`src/rtl/zf_dm_pkg.sv`:
```
// Shared constants for the datamover command/status scheduler: command field
// offsets, status bit positions and the scheduler state type.
package zf_dm_pkg;

   localparam int CMD_WIDTH  = 72;
   localparam int STS_WIDTH  = 8;
   localparam int TAG_LSB    = 64;
   localparam int ADDR_LSB   = 32;
   localparam int EOF_BIT    = 30;
   localparam int TYPE_BIT   = 23;
   localparam int BTT_WIDTH  = 23;

   localparam int STS_OK     = 7;
   localparam int STS_SLVERR = 6;
   localparam int STS_DECERR = 5;
   localparam int STS_INTERR = 4;

   typedef enum logic {
      ST_IDLE  = 1'b0,
      ST_ISSUE = 1'b1
   } sched_state_t;

   // Single-descriptor INCR command with EOF set, DRR and DSA left at zero.
   function automatic logic [CMD_WIDTH-1:0] build_cmd(input logic [3:0]           tag,
                                                      input logic [31:0]          addr,
                                                      input logic [BTT_WIDTH-1:0] btt);
      logic [CMD_WIDTH-1:0] c;
      c                   = '0;
      c[TAG_LSB +: 4]     = tag;
      c[ADDR_LSB +: 32]   = addr;
      c[EOF_BIT]          = 1'b1;
      c[TYPE_BIT]         = 1'b1;
      c[BTT_WIDTH-1:0]    = btt;
      return c;
   endfunction

endpackage

```
`src/rtl/zf_dm_cmd_scheduler_rr_pick.sv`:
```
// Combinational round-robin picker: first asserted request at or above ptr_i,
// wrapping around the 2**W requesters.
module zf_rr_pick #(
   parameter int W = 2
) (
   input  logic [(1<<W)-1:0] req_i,
   input  logic [W-1:0]      ptr_i,
   output logic [W-1:0]      grant_o,
   output logic              valid_o
);

   localparam int N = 1 << W;

   logic [W-1:0] idx;

   // Walk from the farthest offset down so the nearest request wins last.
   always_comb begin
      grant_o = '0;
      valid_o = 1'b0;
      idx     = '0;
      for (int k = N - 1; k >= 0; k--) begin
         idx = ptr_i + W'(k);
         if (req_i[idx]) begin
            grant_o = idx;
            valid_o = 1'b1;
         end
      end
   end

endmodule

```
`src/rtl/zf_dm_cmd_scheduler.sv`:
```
// Shares one datamover cmd/sts channel pair between 2**STREAMS_WIDTH requesters,
// tagging each command with its stream and routing statuses back by tag.
//
// state    | meaning
// ---------+-------------------------------------------------------------
// ST_IDLE  | looking for a grant candidate (no halt, below outstanding cap)
// ST_ISSUE | command registered, cmd_tvalid held until cmd_tready
module zf_dm_cmd_scheduler
   import zf_dm_pkg::*;
#(
   parameter int STREAMS_WIDTH   = 2,
   parameter int MAX_OUTSTANDING = 4,
   parameter int USE_EXT_SEL     = 0
) (
   input  logic                                clk,
   input  logic                                rst_n,
   input  logic [(1<<STREAMS_WIDTH)-1:0]       req_valid,
   input  logic [(1<<STREAMS_WIDTH)*32-1:0]    req_addr,
   input  logic [(1<<STREAMS_WIDTH)*23-1:0]    req_btt,
   output logic [(1<<STREAMS_WIDTH)-1:0]       req_ready,
   input  logic [STREAMS_WIDTH-1:0]            ext_stream_sel,
   input  logic                                ext_stream_valid,
   output logic [71:0]                         cmd_tdata,
   output logic                                cmd_tvalid,
   input  logic                                cmd_tready,
   input  logic [7:0]                          sts_tdata,
   input  logic                                sts_tvalid,
   output logic                                sts_tready,
   output logic [(1<<STREAMS_WIDTH)-1:0]       done_valid,
   output logic [(1<<STREAMS_WIDTH)-1:0]       done_err,
   input  logic [(1<<STREAMS_WIDTH)-1:0]       done_ready,
   input  logic                                halt,
   output logic                                halt_cmplt,
   output logic [3:0]                          outstanding,
   output logic [15:0]                         err_count,
   output logic                                busy
);

   localparam int SW = STREAMS_WIDTH;
   localparam int N  = 1 << SW;

   sched_state_t         state_q, state_d;
   logic [SW-1:0]        rr_ptr_q, rr_ptr_d;
   logic [SW-1:0]        grant_q, grant_d;
   logic [31:0]          addr_q, addr_d, addr_sel;
   logic [BTT_WIDTH-1:0] btt_q, btt_d, btt_sel;
   logic [3:0]           out_q, out_d;
   logic [15:0]          err_q, err_d;
   logic [N-1:0]         dv_q, dv_d, de_q, de_d;

   logic [SW-1:0]        rr_grant, cand;
   logic                 rr_valid, cand_valid;
   logic                 cmd_hs, sts_hs, sts_bad;
   logic [SW-1:0]        sts_idx;
   logic                 unused_sts_bits;

   zf_rr_pick #(.W(SW)) u_pick (
      .req_i   (req_valid),
      .ptr_i   (rr_ptr_q),
      .grant_o (rr_grant),
      .valid_o (rr_valid)
   );

   assign cand       = (USE_EXT_SEL != 0) ? ext_stream_sel : rr_grant;
   assign cand_valid = (USE_EXT_SEL != 0) ? (ext_stream_valid && req_valid[ext_stream_sel])
                                          : rr_valid;

   always_comb begin
      addr_sel = '0;
      btt_sel  = '0;
      for (int i = 0; i < N; i++) begin
         if (cand == SW'(i)) begin
            addr_sel = req_addr[32*i +: 32];
            btt_sel  = req_btt[BTT_WIDTH*i +: BTT_WIDTH];
         end
      end
   end

   // Only the low SW tag bits select a stream; the rest are ignored.
   assign sts_idx         = sts_tdata[SW-1:0];
   assign unused_sts_bits = ^sts_tdata;

   assign cmd_hs  = (state_q == ST_ISSUE) && cmd_tready;
   assign sts_hs  = sts_tvalid && sts_tready;
   assign sts_bad = (sts_tdata[STS_SLVERR:STS_INTERR] != 3'b000) || !sts_tdata[STS_OK]
                    || (out_q == 4'd0);

   always_comb begin
      state_d  = state_q;
      rr_ptr_d = rr_ptr_q;
      grant_d  = grant_q;
      addr_d   = addr_q;
      btt_d    = btt_q;
      out_d    = out_q;
      err_d    = err_q;
      dv_d     = dv_q;
      de_d     = de_q;

      case (state_q)
         ST_IDLE: begin
            if (!halt && (out_q < 4'(MAX_OUTSTANDING)) && cand_valid) begin
               grant_d = cand;
               addr_d  = addr_sel;
               btt_d   = btt_sel;
               state_d = ST_ISSUE;
            end
         end
         ST_ISSUE: begin
            if (cmd_tready) begin
               rr_ptr_d = grant_q + 1'b1;
               state_d  = ST_IDLE;
            end
         end
      endcase

      // A status with nothing in flight must not wrap the counter.
      case ({cmd_hs, sts_hs && (out_q != 4'd0)})
         2'b10:   out_d = out_q + 4'd1;
         2'b01:   out_d = out_q - 4'd1;
         default: out_d = out_q;
      endcase

      if (sts_hs && sts_bad && (err_q != 16'hFFFF)) err_d = err_q + 16'd1;

      for (int i = 0; i < N; i++) begin
         if (sts_hs && (sts_idx == SW'(i))) begin
            dv_d[i] = 1'b1;
            de_d[i] = !sts_tdata[STS_OK];
         end else if (done_ready[i]) begin
            dv_d[i] = 1'b0;
         end
      end
   end

   always_ff @(posedge clk or negedge rst_n) begin
      if (!rst_n) begin
         state_q  <= ST_IDLE;
         rr_ptr_q <= '0;
         grant_q  <= '0;
         addr_q   <= '0;
         btt_q    <= '0;
         out_q    <= '0;
         err_q    <= '0;
         dv_q     <= '0;
         de_q     <= '0;
      end else begin
         state_q  <= state_d;
         rr_ptr_q <= rr_ptr_d;
         grant_q  <= grant_d;
         addr_q   <= addr_d;
         btt_q    <= btt_d;
         out_q    <= out_d;
         err_q    <= err_d;
         dv_q     <= dv_d;
         de_q     <= de_d;
      end
   end

   assign cmd_tvalid  = (state_q == ST_ISSUE);
   assign cmd_tdata   = build_cmd(4'(grant_q), addr_q, btt_q);
   assign req_ready   = cmd_hs ? ({{(N-1){1'b0}}, 1'b1} << grant_q) : '0;
   assign sts_tready  = rst_n && (!dv_q[sts_idx] || done_ready[sts_idx]);
   assign done_valid  = dv_q;
   assign done_err    = de_q;
   assign outstanding = out_q;
   assign err_count   = err_q;
   assign halt_cmplt  = rst_n && halt && (out_q == 4'd0) && (state_q == ST_IDLE);
   assign busy        = (out_q != 4'd0) || (state_q != ST_IDLE);

endmodule

```
`config.mk`:
```
export PLATFORM = sky130hd
export DESIGN_NAME = zf_dm_cmd_scheduler
export DESIGN_NICKNAME = d
export VERILOG_FILES = /design/src/rtl/zf_dm_pkg.sv /design/src/rtl/zf_dm_cmd_scheduler_rr_pick.sv /design/src/rtl/zf_dm_cmd_scheduler.sv
export SDC_FILE = /design/constraint.sdc
export NUM_CORES = 1
export LEC_CHECK = 0
export BUFFER_PORTS_ARGS = -buffer_cell sky130_fd_sc_hd__buf_4
export CELL_PAD_IN_SITES_DETAIL_PLACEMENT = 1
export CELL_PAD_IN_SITES_GLOBAL_PLACEMENT = 1
export CORE_ASPECT_RATIO = 0.75
export CORE_UTILIZATION = 31
export CTS_CLUSTER_SIZE = 24
export DETAILED_ROUTE_END_ITERATION = 7
export GPL_ROUTABILITY_DRIVEN = 1
export HOLD_SLACK_MARGIN = 0.1
export MAX_ROUTING_LAYER = met4
export PLACE_DENSITY_LB_ADDON = 0.1
export SKIP_CTS_REPAIR_TIMING = 1
export SKIP_LAST_GASP = 1
export SLEW_MARGIN = 25
export SYNTH_ARGS = -nofsm -noshare
export SYNTH_HDL_FRONTEND = slang
export SYNTH_SLANG_ARGS = --single-unit
export TNS_END_PERCENT = 100
```
`constraint.sdc`:
```
create_clock -name clk -period 2.84 [get_ports clk]
set_input_delay 0.71 -clock clk [delete_from_list [all_inputs] [get_ports clk]]
set_output_delay 0.71 -clock clk [all_outputs]
set_load 0.02 [all_outputs]
```
==> qor.yml, run 1 <==
syn-cell-area_um2: 5620
dieHeight_um: 118.6
cp.arrival_ps: 1850
fin_area_um2: 8728
setup_ws_ps: 280.3
placed_area_um2: 8427
insertion_delay_ps: 340
slowest_delay_ps: 510
fin_worst_skew_ps: 12.40
clock_path_buffers: 2
grt_usage: 0.2466
hold_class: "in -> async"
final_common_cell: "buf_4"
r2r_cells: 11
gp_congestion: 0.8250
drc: 0
grt_max_degree: 55
initial_core_util: 0.3174
finalPower_mw: 7.507
drt-initial-drc-count: 203
synthFlopType: "dfrtp_1"
rrSetupSlack_ps: 310
synth-warning-count: 0
grt_first_pass_wirelength_um: 34400
io_buffers: 331
drv_cap: 0
critical_path_peak_fanout: 4
vias: 5907
cp-end-kind: "output port"
period_minus_slack_ps: 2560
grt_overflow: 0
avgSynthCellArea_um2: 9.930
clkTransAtPathRegs_ps: 70
antennaDiodeCount: 0
ys_ff_latch: 88
crit_path_cell_trace: "nor2b_1 > mux4_2 > buf_4 > nor2b_1 > buf_4"
power.density_nw_per_um2: 860.1
whs_ps: 457.5
hold_viol: 0
synthCells: 566
io_pins: 352
cts_tree: "built"
worstPathRequired_ps: 2130
top_layer: "met4"
setup_viol: 0
p_leak_nw: 4.008
vias_per_cell: 5.186
ys_seq_area_frac: 0.3918
dp.final_hpwl_um: 17000
drtAntennaViolNets: 0
dp_slack_ps: -53.55
grt_pass1_vias: 6251
rows: 42
vdd_drop_max_mv: 0.3904
dieArea_um2: 18680
crit_type: "reg -> out"
final_nets: 1144
cts_buffers: 9
cts_htree_levels: 3
synth_cell_types: 48
slew_headroom: 0.5298
cts.sinks: 88
final_cell_mix: "buf_4, a211oi_1, dfrtp_1, nor2_1, mux2i_1"
outcome: "finished clean"
dr_wl_met3_um: 1601
synth-edff-count: 0
ys_async_sr_fraction: 1.000
cts-root-buf: "clkbuf_16"
core_um2: 17710
worst_pin_slew_ps: 705.3
r2r_start: "done_valid[3]$_DFFE_PN0P_"
fmax_mhz: 390.7
slowest_stage: "mux4_2"
finalCritPeriodShare: 0.9013
antenna_found_initial: 0
rsz0062_at_grt: "false"
area_growth_pct: 55.30
wl_met2_um: 11640
drive_above_1_share: 0.4381
final_max_slew_viol_count: 0
dr.pass1.iters: 4
die_w_um: 157.5
startpoint_type: "flop"
totalWireLength_um: 22460
r2r_end: "outstanding[2]$_DFFE_PN0P_"
detail_route.wl_per_cell_um: 19.72
met1_length_um: 8896
==> worst max path at each step <==
| stage | to | startpoint | slack (ps) |
|---|---|---|---|
| floorplan | outstanding[2]$_DFFE_PN0P_ | done_ready[3] | 140 |
| global placement | outstanding[2]$_DFFE_PN0P_ | done_ready[3] | -30 |
| finish | sts_tready | done_valid[3]$_DFFE_PN0P_ | 280 |
| detailed placement | outstanding[2]$_DFFE_PN0P_ | done_ready[3] | -50 |
| CTS | sts_tready | done_valid[3]$_DFFE_PN0P_ | 220 |
| global route | outstanding[2]$_DFFE_PN0P_ | done_valid[3]$_DFFE_PN0P_ | 100 |
==> sequential cells by signal, indices dropped and copies added (netlist names) <==
signal       cells
done_valid       4
done_err         4
outstanding      4
err_count       16
btt_q           23
grant_q          2
cmd_tvalid       1
addr_q          32
rr_ptr_q         2
==> metrics by stage <==
stage,TNS (ps),utilization,instances
finish,0,0.4929,1139
global route,0,0.4929,1139
CTS,0,0.4929,1139
detailed placement,-69.35,0.4758,1123
global placement,-29.46,0.4758,1123
floorplan,0,-,579
==> cell usage after synthesis, types with 4 or more instances <==
cell | number | area, um^2
a211oi_1 | 108 | 810.8
and3_1 | 6 | 37.54
buf_1 | 4 | 15.01
buf_2 | 8 | 40.04
buf_4 | 25 | 187.7
clkbuf_1 | 21 | 78.83
dfrtp_1 | 88 | 2202
ha_1 | 8 | 100.1
inv_1 | 8 | 30.03
mux2i_1 | 57 | 570.6
nand2_1 | 22 | 82.58
nand2b_1 | 5 | 31.28
nand3_1 | 14 | 70.07
nand4_1 | 4 | 25.02
nor2_1 | 64 | 240.2
nor2b_1 | 6 | 37.54
o21ai_0 | 4 | 20.02
o31a_1 | 54 | 473.0
xnor2_1 | 14 | 122.6
xor2_1 | 5 | 43.79
==> where the power goes <==
group | switching, mW | total (mW) | internal (mW)
registers | 0.380 | 2.15 | 1.77
clock network | 0.537 | 1.23 | 0.690
logic | 2.32 | 4.13 | 1.81
total | 3.24 | 7.51 | 4.27
==> metal layers <==
metal	track usage	vias to the layer above
met5	-	-
met4	0.05765	0
met3	0.06234	26
met2	0.4392	211
met1	0.2740	2899
li1	-	2771
==> cell type report <==
type / count / area (um^2)
Clock buffer: 9 / 225.2
Clock inverter: 7 / 76.32
Fill cell: 2060 / 8981
Inverter: 8 / 30.03
Multi-Input combinational cell: 425 / 3139
Sequential cell: 88 / 2202
Tap cell: 242 / 302.8
Timing Repair Buffer: 360 / 2753
==> worst max-delay path: cells and delay by family, from the launching register on <==
family | cells | cell delay, ps
mux | 1 | 510
flops | 1 | 380
buf+inv | 2 | 340
simple gates | 2 | 290
==> logic make-up (layout without fill, tap and decap cells) <==
kind of cell / count (synthesis) / count (layout) / share of synthesized area
AOI/OAI and AO/OA: 184 / 184 / 0.2656
xor gates and xnor gates: 19 / 19 / 0.02961
adders and majority gates: 8 / 8 / 0.01781
buffers and inverters: 66 / 384 / 0.06256
DFF: 88 / 88 / 0.3918
muxes: 63 / 63 / 0.1155
other: 2 / 15 / 0.001336
and+or+nand+nor: 136 / 136 / 0.1158
Note: power is estimated with default switching activity, not from simulation.
==> run 2, diff against run 1 <==
CELL_PAD_IN_SITES_DETAIL_PLACEMENT = default   (was 1)
CELL_PAD_IN_SITES_GLOBAL_PLACEMENT = default   (was 1)
CORE_AREA = 2 2 138 140   (was default)
CORE_ASPECT_RATIO = default   (was 0.75)
CORE_UTILIZATION = default   (was 31)
DIE_AREA = 0 0 140 142   (was default)
PLACE_DENSITY_LB_ADDON = default   (was 0.1)
RECOVER_POWER = 100   (was default)
==> run 2 against run 1 <==
The flow now finishes with violations (DRC). Clock skew is 3.2 ps lower. First-iteration DRC count rose by 18%. Register-to-register slack gained 70 ps. Via count shrank 4.2%. Global-route usage decreased by 4.5 points. Sequential share of layout area grew 1.3 points. Core utilization decreased by 4.3 points. Count of clock-buffer cells in the layout is the same. Sequential cell count did not move. Non-clock buffer count down 9. Combinational power fell by 15%. Largest cell class unchanged.
==> qor.yml, run 2 (synthesized netlist as in run 1, its figures left out) <==
drt-initial-drc-count: 240
largest_reg_flops: 32
slowest_delay_ps: 500
slowest_stage: "mux4_2"
area_growth_pct: 47.73
outcome: "finished, violations left"
crit_path_cell_trace: "nor2b_1 > mux4_2 > clkbuf_1 > nor2b_1 > buf_4"
hold_viol: 0
drive_above_1_share: 0.3221
drc: 24
cts_htree_levels: 3
startpoint_type: "flop"
r2r_start: "done_valid[3]$_DFFE_PN0P_"
worst_pin_slew_ps: 1193
grt_pass1_vias: 5487
critical_path_peak_fanout: 4
violations: "DRC"
finalPower_mw: 7.030
worstPathRequired_ps: 2130
grt_overflow: 0
crit_type: "reg -> out"
die_w_um: 140
grt_usage: 0.2016
vias: 5661
initial_core_util: 0.3045
p_leak_nw: 3.633
dieArea_um2: 19880
grt_max_degree: 57
gp_congestion: 0.8148
rsz0062_at_grt: "false"
totalWireLength_um: 20320
path_common_cell: "nor2b_1"
final_nets: 1135
insertion_delay_ps: 350
io_buffers: 331
final_cell_mix: "buf_4, a211oi_1, clkbuf_1, dfrtp_1, nor2_1"
vias_per_cell: 5.045
fmax_mhz: 390.0
detail_route.wl_per_cell_um: 18.11
io_pins: 352
cts-root-buf: "clkbuf_16"
grt_first_pass_wirelength_um: 30460
cts.sinks: 88
dieHeight_um: 142
largest-register: "addr_q"
drtAntennaViolNets: 0
dp.final_hpwl_um: 15050
clock_path_buffers: 2
final_common_cell: "buf_4"
fin_worst_skew_ps: 9.165
fin_setup_tns_ps: 0
core_um2: 18460
antennaDiodeCount: 0
rows: 50
hold_class: "in -> async"
dr.pass1.iters: 8
clkTransAtPathRegs_ps: 70
cts_tree: "built"
vdd_drop_max_mv: 0.4021
r2r_end: "outstanding[3]$_DFFE_PN0P_"
drv_cap: 0
r2r_cells: 10
slew_headroom: 0.2049
antenna_found_initial: 0
cp-end-kind: "output port"
setup_viol: 0
final_max_slew_viol_count: 0
finalCritPeriodShare: 0.9029
period_minus_slack_ps: 2564
cts_buffers: 9
power.density_nw_per_um2: 846.7
cp.arrival_ps: 1850
rrSetupSlack_ps: 380
==> run 2: cell types whose count changed in the layout (fill, tap and decap cells not counted), sizes merged <==
cell / previous run / this run
buf: 360 / 254
clkinv: 1 / 2
bufinv: 1 / 2
clkinvlp: 2 / 0
clkbuf: 9 / 106
==> run 2: report_power, final <==
| group | internal, mW | total [mW] | switching (mW) |
|---|---|---|---|
| logic | 1.33 | 3.53 | 2.20 |
| clock network | 0.782 | 1.34 | 0.561 |
| registers | 1.77 | 2.16 | 0.388 |
| total | 3.88 | 7.03 | 3.15 |
==> run 2: worst max path at each step <==
stage	start	endpoint	slack (ps)	cells after the start
after CTS	done_valid[1]$_DFFE_PN0P_	sts_tready	270	5
after floorplan	done_ready[3]	outstanding[2]$_DFFE_PN0P_	140	10
final	done_valid[3]$_DFFE_PN0P_	sts_tready	280	5
after global placement	done_ready[3]	outstanding[2]$_DFFE_PN0P_	90	11
after detailed placement	done_ready[3]	outstanding[3]$_DFFE_PN0P_	50	11
after global routing	outstanding[0]$_DFFE_PN0P_	halt_cmplt	140	4
==> run 2: per-layer routing <==
metal  track usage  part of all wire  vias up
met3       0.03802             0.068       26
met2        0.3358              0.49      231
met4       0.07071             0.022        0
met5             -                 0        -
met1        0.2470              0.42     2652
li1              -                 -     2752
==> run 2: critical path, delay by kind of cell, from the launching register on <==
kind | cells | cell delay (ps)
simple gates | 2 | 280
buf+inv | 2 | 340
mux | 1 | 500
flops | 1 | 390
==> run 2: final cells by class <==
class | instances | area (um^2)
Clock inverter | 7 | 100.1
Timing Repair Buffer | 351 | 2349
Inverter | 8 | 30.03
Clock buffer | 9 | 225.2
Sequential cell | 88 | 2202
Fill cell | 1903 | 10150
Multi-Input combinational cell | 425 | 3104
Tap cell | 234 | 292.8
==> run 2: through the flow <==
step                area [um^2]  hold WS [ps]    util  std cells  worst slack, ps
finish                     8303         312.9  0.4499       1122            275.7
global route               8303         335.8  0.4499       1122            138.9
CTS                        8700         163.3  0.4714       1122            271.5
detailed placement         8374         473.4  0.4538       1106            52.53
global placement           8374         464.4  0.4538       1106            90.33
floorplan                  5669         414.4       -        579            140.0
